File: src/rtl/dec_7seg_scan4.sv
`default_nettype none
// ============================================================================
// Module  : dec_7seg_scan4
// Brief   : 4-digit multiplexed BCD scanner for a common-anode display.
//           Drives one nibble per refresh slot into dec_7seg.
// Revision: 1.0
// ============================================================================
module dec_7seg_scan4 #(
  parameter int REFRESH_DIV = 50000,
  parameter int BLANK_CYC   = 16,
  parameter int LZB         = 1
) (
  input  logic        clk,
  input  logic        rst,
  input  logic        load,
  input  logic [15:0] digits_in,
  output logic [3:0]  digit_out,
  output logic [3:0]  an_n,
  output logic        frame_start,
  output logic        load_ack
);

  localparam int DIV_W = (REFRESH_DIV > 2) ? $clog2(REFRESH_DIV) : 1;
  localparam logic [DIV_W-1:0] C_DIV_LAST  = DIV_W'(REFRESH_DIV - 1);
  localparam logic [DIV_W-1:0] C_BLANK_END = DIV_W'(BLANK_CYC);
  localparam logic [DIV_W-1:0] C_DIV_ONE   = DIV_W'(1);

  typedef enum logic [0:0] {
    ST_BLANK = 1'b0,
    ST_ON    = 1'b1
  } state_t;

  state_t           state_q, state_d;
  logic [DIV_W-1:0] div_q, div_d;
  logic [1:0]       sel_q, sel_d;
  logic             run_q, run_d;
  logic [15:0]      shadow_q, shadow_d;
  logic [15:0]      active_q, active_d;
  logic             pending_q, pending_d;
  logic [3:0]       digit_out_q, digit_out_d;
  logic [3:0]       an_n_q, an_n_d;
  logic             frame_start_q, frame_start_d;
  logic             load_ack_q, load_ack_d;

  logic             frame_edge;
  logic [3:0]       lead_zero;
  logic [3:0]       nibble;

  // Slot counters; run_q holds the scan at slot-cycle 0 for the first
  // cycle after reset so that cycle is the frame boundary.
  always_comb begin
    run_d = 1'b1;
    div_d = div_q;
    sel_d = sel_q;
    if (!run_q) begin
      div_d = '0;
      sel_d = 2'd0;
    end else if (div_q == C_DIV_LAST) begin
      div_d = '0;
      sel_d = sel_q + 2'd1;
    end else begin
      div_d = div_q + C_DIV_ONE;
    end
    frame_edge = (div_d == '0) && (sel_d == 2'd0);
  end

  always_comb begin
    shadow_d   = shadow_q;
    active_d   = active_q;
    pending_d  = pending_q;
    load_ack_d = 1'b0;
    if (frame_edge) begin
      if (load) begin
        shadow_d   = digits_in;
        active_d   = digits_in;
        pending_d  = 1'b0;
        load_ack_d = 1'b1;
      end else if (pending_q) begin
        active_d   = shadow_q;
        pending_d  = 1'b0;
        load_ack_d = 1'b1;
      end
    end else if (load) begin
      shadow_d  = digits_in;
      pending_d = 1'b1;
    end
  end

  always_comb begin
    state_d = state_q;
    case (state_q)
      ST_BLANK: if (div_d >= C_BLANK_END) state_d = ST_ON;
      ST_ON:    if (div_d <  C_BLANK_END) state_d = ST_BLANK;
      default:  state_d = ST_BLANK;
    endcase
  end

  // Outputs are computed from next-state values so the registered copies
  // line up with the slot-cycle they describe.
  always_comb begin
    lead_zero[3] = (active_d[15:12] == 4'h0);
    lead_zero[2] = lead_zero[3] && (active_d[11:8] == 4'h0);
    lead_zero[1] = lead_zero[2] && (active_d[7:4] == 4'h0);
    lead_zero[0] = 1'b0;
    case (sel_d)
      2'd0:    nibble = active_d[3:0];
      2'd1:    nibble = active_d[7:4];
      2'd2:    nibble = active_d[11:8];
      default: nibble = active_d[15:12];
    endcase
    digit_out_d   = 4'hF;
    an_n_d        = 4'b1111;
    frame_start_d = frame_edge;
    if (state_d == ST_ON) begin
      an_n_d      = ~(4'b0001 << sel_d);
      digit_out_d = ((LZB != 0) && lead_zero[sel_d]) ? 4'hF : nibble;
    end
  end

  always_ff @(posedge clk) begin
    if (rst) begin
      state_q       <= ST_BLANK;
      div_q         <= '0;
      sel_q         <= 2'd0;
      run_q         <= 1'b0;
      shadow_q      <= 16'h0000;
      active_q      <= 16'h0000;
      pending_q     <= 1'b0;
      digit_out_q   <= 4'hF;
      an_n_q        <= 4'b1111;
      frame_start_q <= 1'b0;
      load_ack_q    <= 1'b0;
    end else begin
      state_q       <= state_d;
      div_q         <= div_d;
      sel_q         <= sel_d;
      run_q         <= run_d;
      shadow_q      <= shadow_d;
      active_q      <= active_d;
      pending_q     <= pending_d;
      digit_out_q   <= digit_out_d;
      an_n_q        <= an_n_d;
      frame_start_q <= frame_start_d;
      load_ack_q    <= load_ack_d;
    end
  end

  assign digit_out   = digit_out_q;
  assign an_n        = an_n_q;
  assign frame_start = frame_start_q;
  assign load_ack    = load_ack_q;

endmodule
`default_nettype wire

File: config.mk
export PLATFORM = sky130hd
export DESIGN_NAME = dec_7seg_scan4
export DESIGN_NICKNAME = d
export VERILOG_FILES = /design/src/rtl/dec_7seg_scan4.sv
export SDC_FILE = /design/constraint.sdc
export NUM_CORES = 1
export LEC_CHECK = 0
export CAP_MARGIN = 5
export CORE_UTILIZATION = 61
export CTS_CLUSTER_DIAMETER = 40
export DETAILED_ROUTE_END_ITERATION = 8
export PLACE_DENSITY = 0.93
export SYNTH_ARGS = -nofsm -noshare
export SYNTH_HDL_FRONTEND = slang
export SYNTH_SLANG_ARGS = --single-unit
File: constraint.sdc
create_clock -name clk -period 4.7 [get_ports clk]
set_input_delay 0.94 -clock clk [delete_from_list [all_inputs] [get_ports clk]]
set_output_delay 0.94 -clock clk [all_outputs]
set_load 0.02 [all_outputs]
Word level (Yosys, flattened, before mapping)
Index checks and enable logic that the tools add are counted.
Widths: inputs -> output; s select.

storage, ports and cells
  bits in registers = 63
  latch bits = 0
  bits in writable memories = 0
  bits in read-only memories = 0
  input port bits = 19
  logic and storage cells = 52
  memories kept = 0

cells by class
  $add $sub $neg = 2
  multipliers = 0
  div/mod/pow operators = 0
  order comparisons = 3
  equality and inequality tests = 3
  shift operators = 1
  multiplexer cells = 16
  bitwise logic cells = 4
  reduce and logical (&&, ||, !) cells = 12

operators with widths
  operator               count
  $mux 16                5
  $add 16x1->16 const B  1
  $eq 16x16->1 const B   1
  $ge 16x5->1 const B    1
  $logic_not 16->1       1
  $lt 16x5->1 const B    1
  $logic_not 4->1        3
  $pmux 4 s3             1
  $mux 1                 6
  $reduce_or 2->1        3
  $mux 2                 2
  $not 4->4              1
  $shl 1x2->4 const A    1
  $logic_and 1x1->1      3
  $lt 2x3->1 const B     1
  $not 1->1              3
  $reduce_or 3->1        1
  $add 2x1->2 const B    1
  $bmux 1 s2             1
  $eq 2x1->1 const B     1
  $eq 2x2->1 const B     1
  $logic_not 2->1        1
  $pmux 1 s2             1

Logic depth before layout (Yosys ltp)
  word-level depth = 12
  gate-level depth with buffers = 12
  gate-level depth less buffers = 10

Worst setup path before layout
Ideal clock, no wire load.

  path kind = flip-flop to flip-flop
  start = register div_q[0]
  end = register digit_out_q[0] (netlist: digit_out[0])
  setup time = 0.080 ns
  arrival time = 2.708 ns
  path slack = 1.912 ns
  stages on the path, launching flop included = 11
  path buffers = 0
  cells stage by stage = dfxtp_1 > ha_1 > or4b_1 > o22a_1 > a211oi_2 > nand4_2 > o21ai_4 > mux2_2 > a211oi_2 > o21ai_2 > o2111ai_2

on the way
  longest elaborated chain between the ends = 12

RTL lines
  what                                                                    RTL line  source
  start: declaration                                                      34        logic [DIV_W-1:0] div_q, div_d;
  start signal: assignment                                                135       div_q <= div_d;
  parallel branches: the longest is 12 deep, another holds $add 16x1->16  n/a
  end signal: assignment                                                  141       digit_out_q <= digit_out_d;
  end: declaration                                                        40        logic [3:0] digit_out_q, digit_out_d;

Parallel ways; which one is timed is not known. The select of a mux whose other input is x is not followed.
A chain may end at the register's enable or synchronous reset.

Worst setup path in the final report
  start = register div_q[0]
  end = register digit_out_q[2] (netlist: digit_out[2])

The elaborated chain is that of the path after synthesis.

==> results.py <==
metrics = {
    "global_route": {
        "antenna_found_initial": 0,
        "grt_pass1_vias": 2395,
        "grt_max_degree": 37,
        "grt_usage_pct": 27.2,
        "grt.overflow.total": 0,
        "grt_pass1_wl_mm": 10.9,
    },
    "final_layout": {
        "post-route-cell-area_um2": 3560,
        "area_delta_synth_final_pct": 15.1,
        "antennaDiodeCount": 0,
        "final_nets": 400,
        "drive_gt1_share_pct": 9.09,
    },
    "critical_path": {
        "reg2reg_from": "div_q[0]$_SDFF_PP0_",
        "required_ns": 4.93,
        "arrival_ns": 3.63,
        "r2r_cells": 10,
        "setup.worst_path.start": "div_q[0]$_SDFF_PP0_",
        "path_max_fanout": 20,
        "cp-start-kind": "flip-flop",
        "criticalPathCategory": "reg2reg",
        "crit_end": "digit_out[2]$_SDFF_PP1_",
        "setup.worst_path.end_class": "flip-flop",
        "reg2reg_to": "digit_out[2]$_SDFF_PP1_",
        "rrSetupSlack_ns": 1.30,
    },
    "logic_synthesis": {
        "avgSynthCellArea_um2": 8.54,
        "syn_area_um2": 3090,
        "synthTopCellsByArea": "dfxtp_1 (40%), nor2_1 (7.4%), mux2i_1 (4.9%), xnor2_1 (3.7%), nand2_1 (3.4%)",
        "yosysWarnings": 0,
        "yosysMostFrequentCell": "dfxtp_1",
        "synth_nets": 382,
        "synth_top_cells_by_count": "dfxtp_1 (62), nor2_1 (61), nand2_1 (28)",
        "syn_inst": 362,
        "synth_cell_types": 67,
        "synth-async-reset-ratio_pct": 0,
        "synth_top_cell_area_share_pct": 40.1,
        "yosysSeqAreaShare_pct": 40.1,
        "ys_ff_latch": 62,
        "yosys.area.top_type": "dfxtp_1",
        "synth_edf_count": 0,
        "synth_top_flop_cell": "dfxtp_1",
    },
    "clocking": {
        "clock-sinks": 62,
        "cts_tree": "yes",
        "cts_resized": 0,
        "cts_buffer_depth": 2,
        "postCtsSetupRepairBufs": 0,
        "cts_hold_buf": 0,
        "insertion_delay_ns": 0.34,
        "clk_pin_slew_worst_paths_ns": 0.07,
        "cts-root-buf": "clkbuf_8",
        "h-tree-depth": 3,
        "cts_buffers": 9,
    },
    "placement": {
        "port_buffers": 28,
        "place.gp.congestion": 0.910,
        "placed_area_um2": 3340,
        "dp_hpwl_mm": 4.57,
    },
    "sta": {
        "period_minus_slack_ns": 3.40,
        "rsz0062_at_grt": "false",
        "setup_viol": 0,
        "finalCritPeriodShare_pct": 72.4,
        "finalSetupTns_ns": 0,
        "maxSlewHeadroom_pct": 43.8,
        "finalHoldViolations": 0,
        "fmax_mhz": 294,
        "fin_skew_ns": 0.00727,
        "tightest_slew_ns": 0.843,
        "finalMaxSlewViolations": 0,
    },
    "routing": {
        "post_drt_via_cell_ratio": 6.07,
        "postRouteAntennaNets": 0,
        "drc": 0,
        "detail_route.wl_per_cell_um": 14.9,
        "drt_wl_total_mm": 6.75,
        "drtPass1Iterations": 5,
        "drt_iter0_drc": 199,
        "vias": 2745,
    },
    "die": {
        "fp.dieW_um": 73.2,
        "floorplan.die_area_um2": 5360,
        "core_region_area_um2": 4790,
        "die_h_um": 73.2,
        "start_util_pct": 64.6,
        "io_pins": 29,
        "rows": 25,
    },
    "run_status": {
        "status": "finished clean",
    },
    "power": {
        "p_leak_nw": 1.31,
        "p_per_area_nw_per_um2": 336,
        "peakVddDrop_v": 0.000226,
    },
    "job": {
        "max_cap_viol_count": 0,
    },
    "hold_path": {
        "hold_path.class": "reg2reg",
    },
}
-- cell type report --
cell class	count	area [um^2]
Timing Repair Buffer	30	295
Inverter	8	30.0
Sequential cell	62	1240
Tap cell	67	83.8
Fill cell	335	1230
Multi-Input combinational cell	269	1690
Clock buffer	12	145
Clock inverter	4	70.1
-- cells in the final DEF, fill, tap and decap left out, types with 3 or more instances in the layout --
cell type and n:
dfxtp_1 62, nor2_1 61, nand2_1 28, clkdlybuf4s50_1 28
a21oi_1 17, mux2i_1 15, nand3_1 15, xnor2_1 13
clkbuf_8 10, nor3_1 9, inv_1 7, a31oi_1 7
nor4_1 6, nand2b_1 6, xor2_1 6, o21ai_0 6
nand4_1 5, o21ai_1 5, and3_1 4, or3_1 4
nor2b_1 4, and4_1 3, or2_2 3, o21a_1 3
a32oi_1 3
-- logic make-up (layout without fill, tap and decap cells) --
family / count (synthesis) / count (layout) / synth area share [%]
AOI/OAI and AO/OA: 68 / 68 / 16.5
xor gates and xnor gates: 19 / 19 / 5.38
adders and majority gates: 1 / 1 / 0.405
buffers and inverters: 31 / 54 / 5.14
DFF: 62 / 62 / 40.1
muxes: 17 / 17 / 5.58
and+or+nand+nor: 164 / 164 / 26.9
-- power by group --
| group | internal [mW] | switching (mW) |
|---|---|---|
| clock | 0.312 | 0.200 |
| combinational | 0.0530 | 0.0683 |
| sequential | 0.545 | 0.0160 |
| total | 0.910 | 0.284 |
-- how the worst min path moves through the flow --
stage                                         start                   endpoint  slack [ns]  depth (start not counted)
final                     shadow_q[12]$_SDFFE_PP0P_  shadow_q[12]$_SDFFE_PP0P_        0.47                          2
after global routing      shadow_q[12]$_SDFFE_PP0P_  shadow_q[12]$_SDFFE_PP0P_        0.49                          2
after CTS                 shadow_q[12]$_SDFFE_PP0P_  shadow_q[12]$_SDFFE_PP0P_        0.48                          2
after detailed placement  shadow_q[12]$_SDFFE_PP0P_  shadow_q[12]$_SDFFE_PP0P_        0.47                          2
after global placement    shadow_q[12]$_SDFFE_PP0P_  shadow_q[12]$_SDFFE_PP0P_        0.46                          2
after floorplan           shadow_q[12]$_SDFFE_PP0P_  shadow_q[12]$_SDFFE_PP0P_        0.45                          2
-- metrics by stage --
stage,hold slack (ns),instances,power [mW],utilization (%),worst slack (ns)
floorplan,0.445,362,0.656,-,1.91
global placement,0.463,436,0.687,69.8,1.31
detailed placement,0.468,436,0.691,69.8,1.29
CTS,0.478,452,1.20,74.3,1.35
global route,0.494,452,1.24,74.3,1.07
finish,0.473,452,1.19,74.3,1.30
-- per-layer routing --
metal	vias to the layer above	GRT usage (%)	part of all wire, %
met5	-	0	0
met4	0	16.6	2.7
li1	1311	-	-
met1	1296	33.7	44
met3	22	5.11	6.2
met2	116	43.7	48
-- registers in the layout, summed over array words and instances (netlist names) --
name / count
run_q: 1
digit_out: 4
sel_q: 2
load_ack: 1
an_n: 4
div_q: 16
frame_start: 1
pending_q: 1
shadow_q: 16
active_q: 16
-- critical path, stage by stage (launching register included) --
cell and delay, ns:
dfxtp_1 0.48, ha_1 0.31, nand4_2 0.23, nor4_1 0.39, xnor2_1 0.17, nand4_4 0.15
o21a_1 0.70, nor2_1 0.18, o31a_1 0.28, a311oi_1 0.29, o21ai_1 0.09
Note: power is estimated with default switching activity, not from simulation.
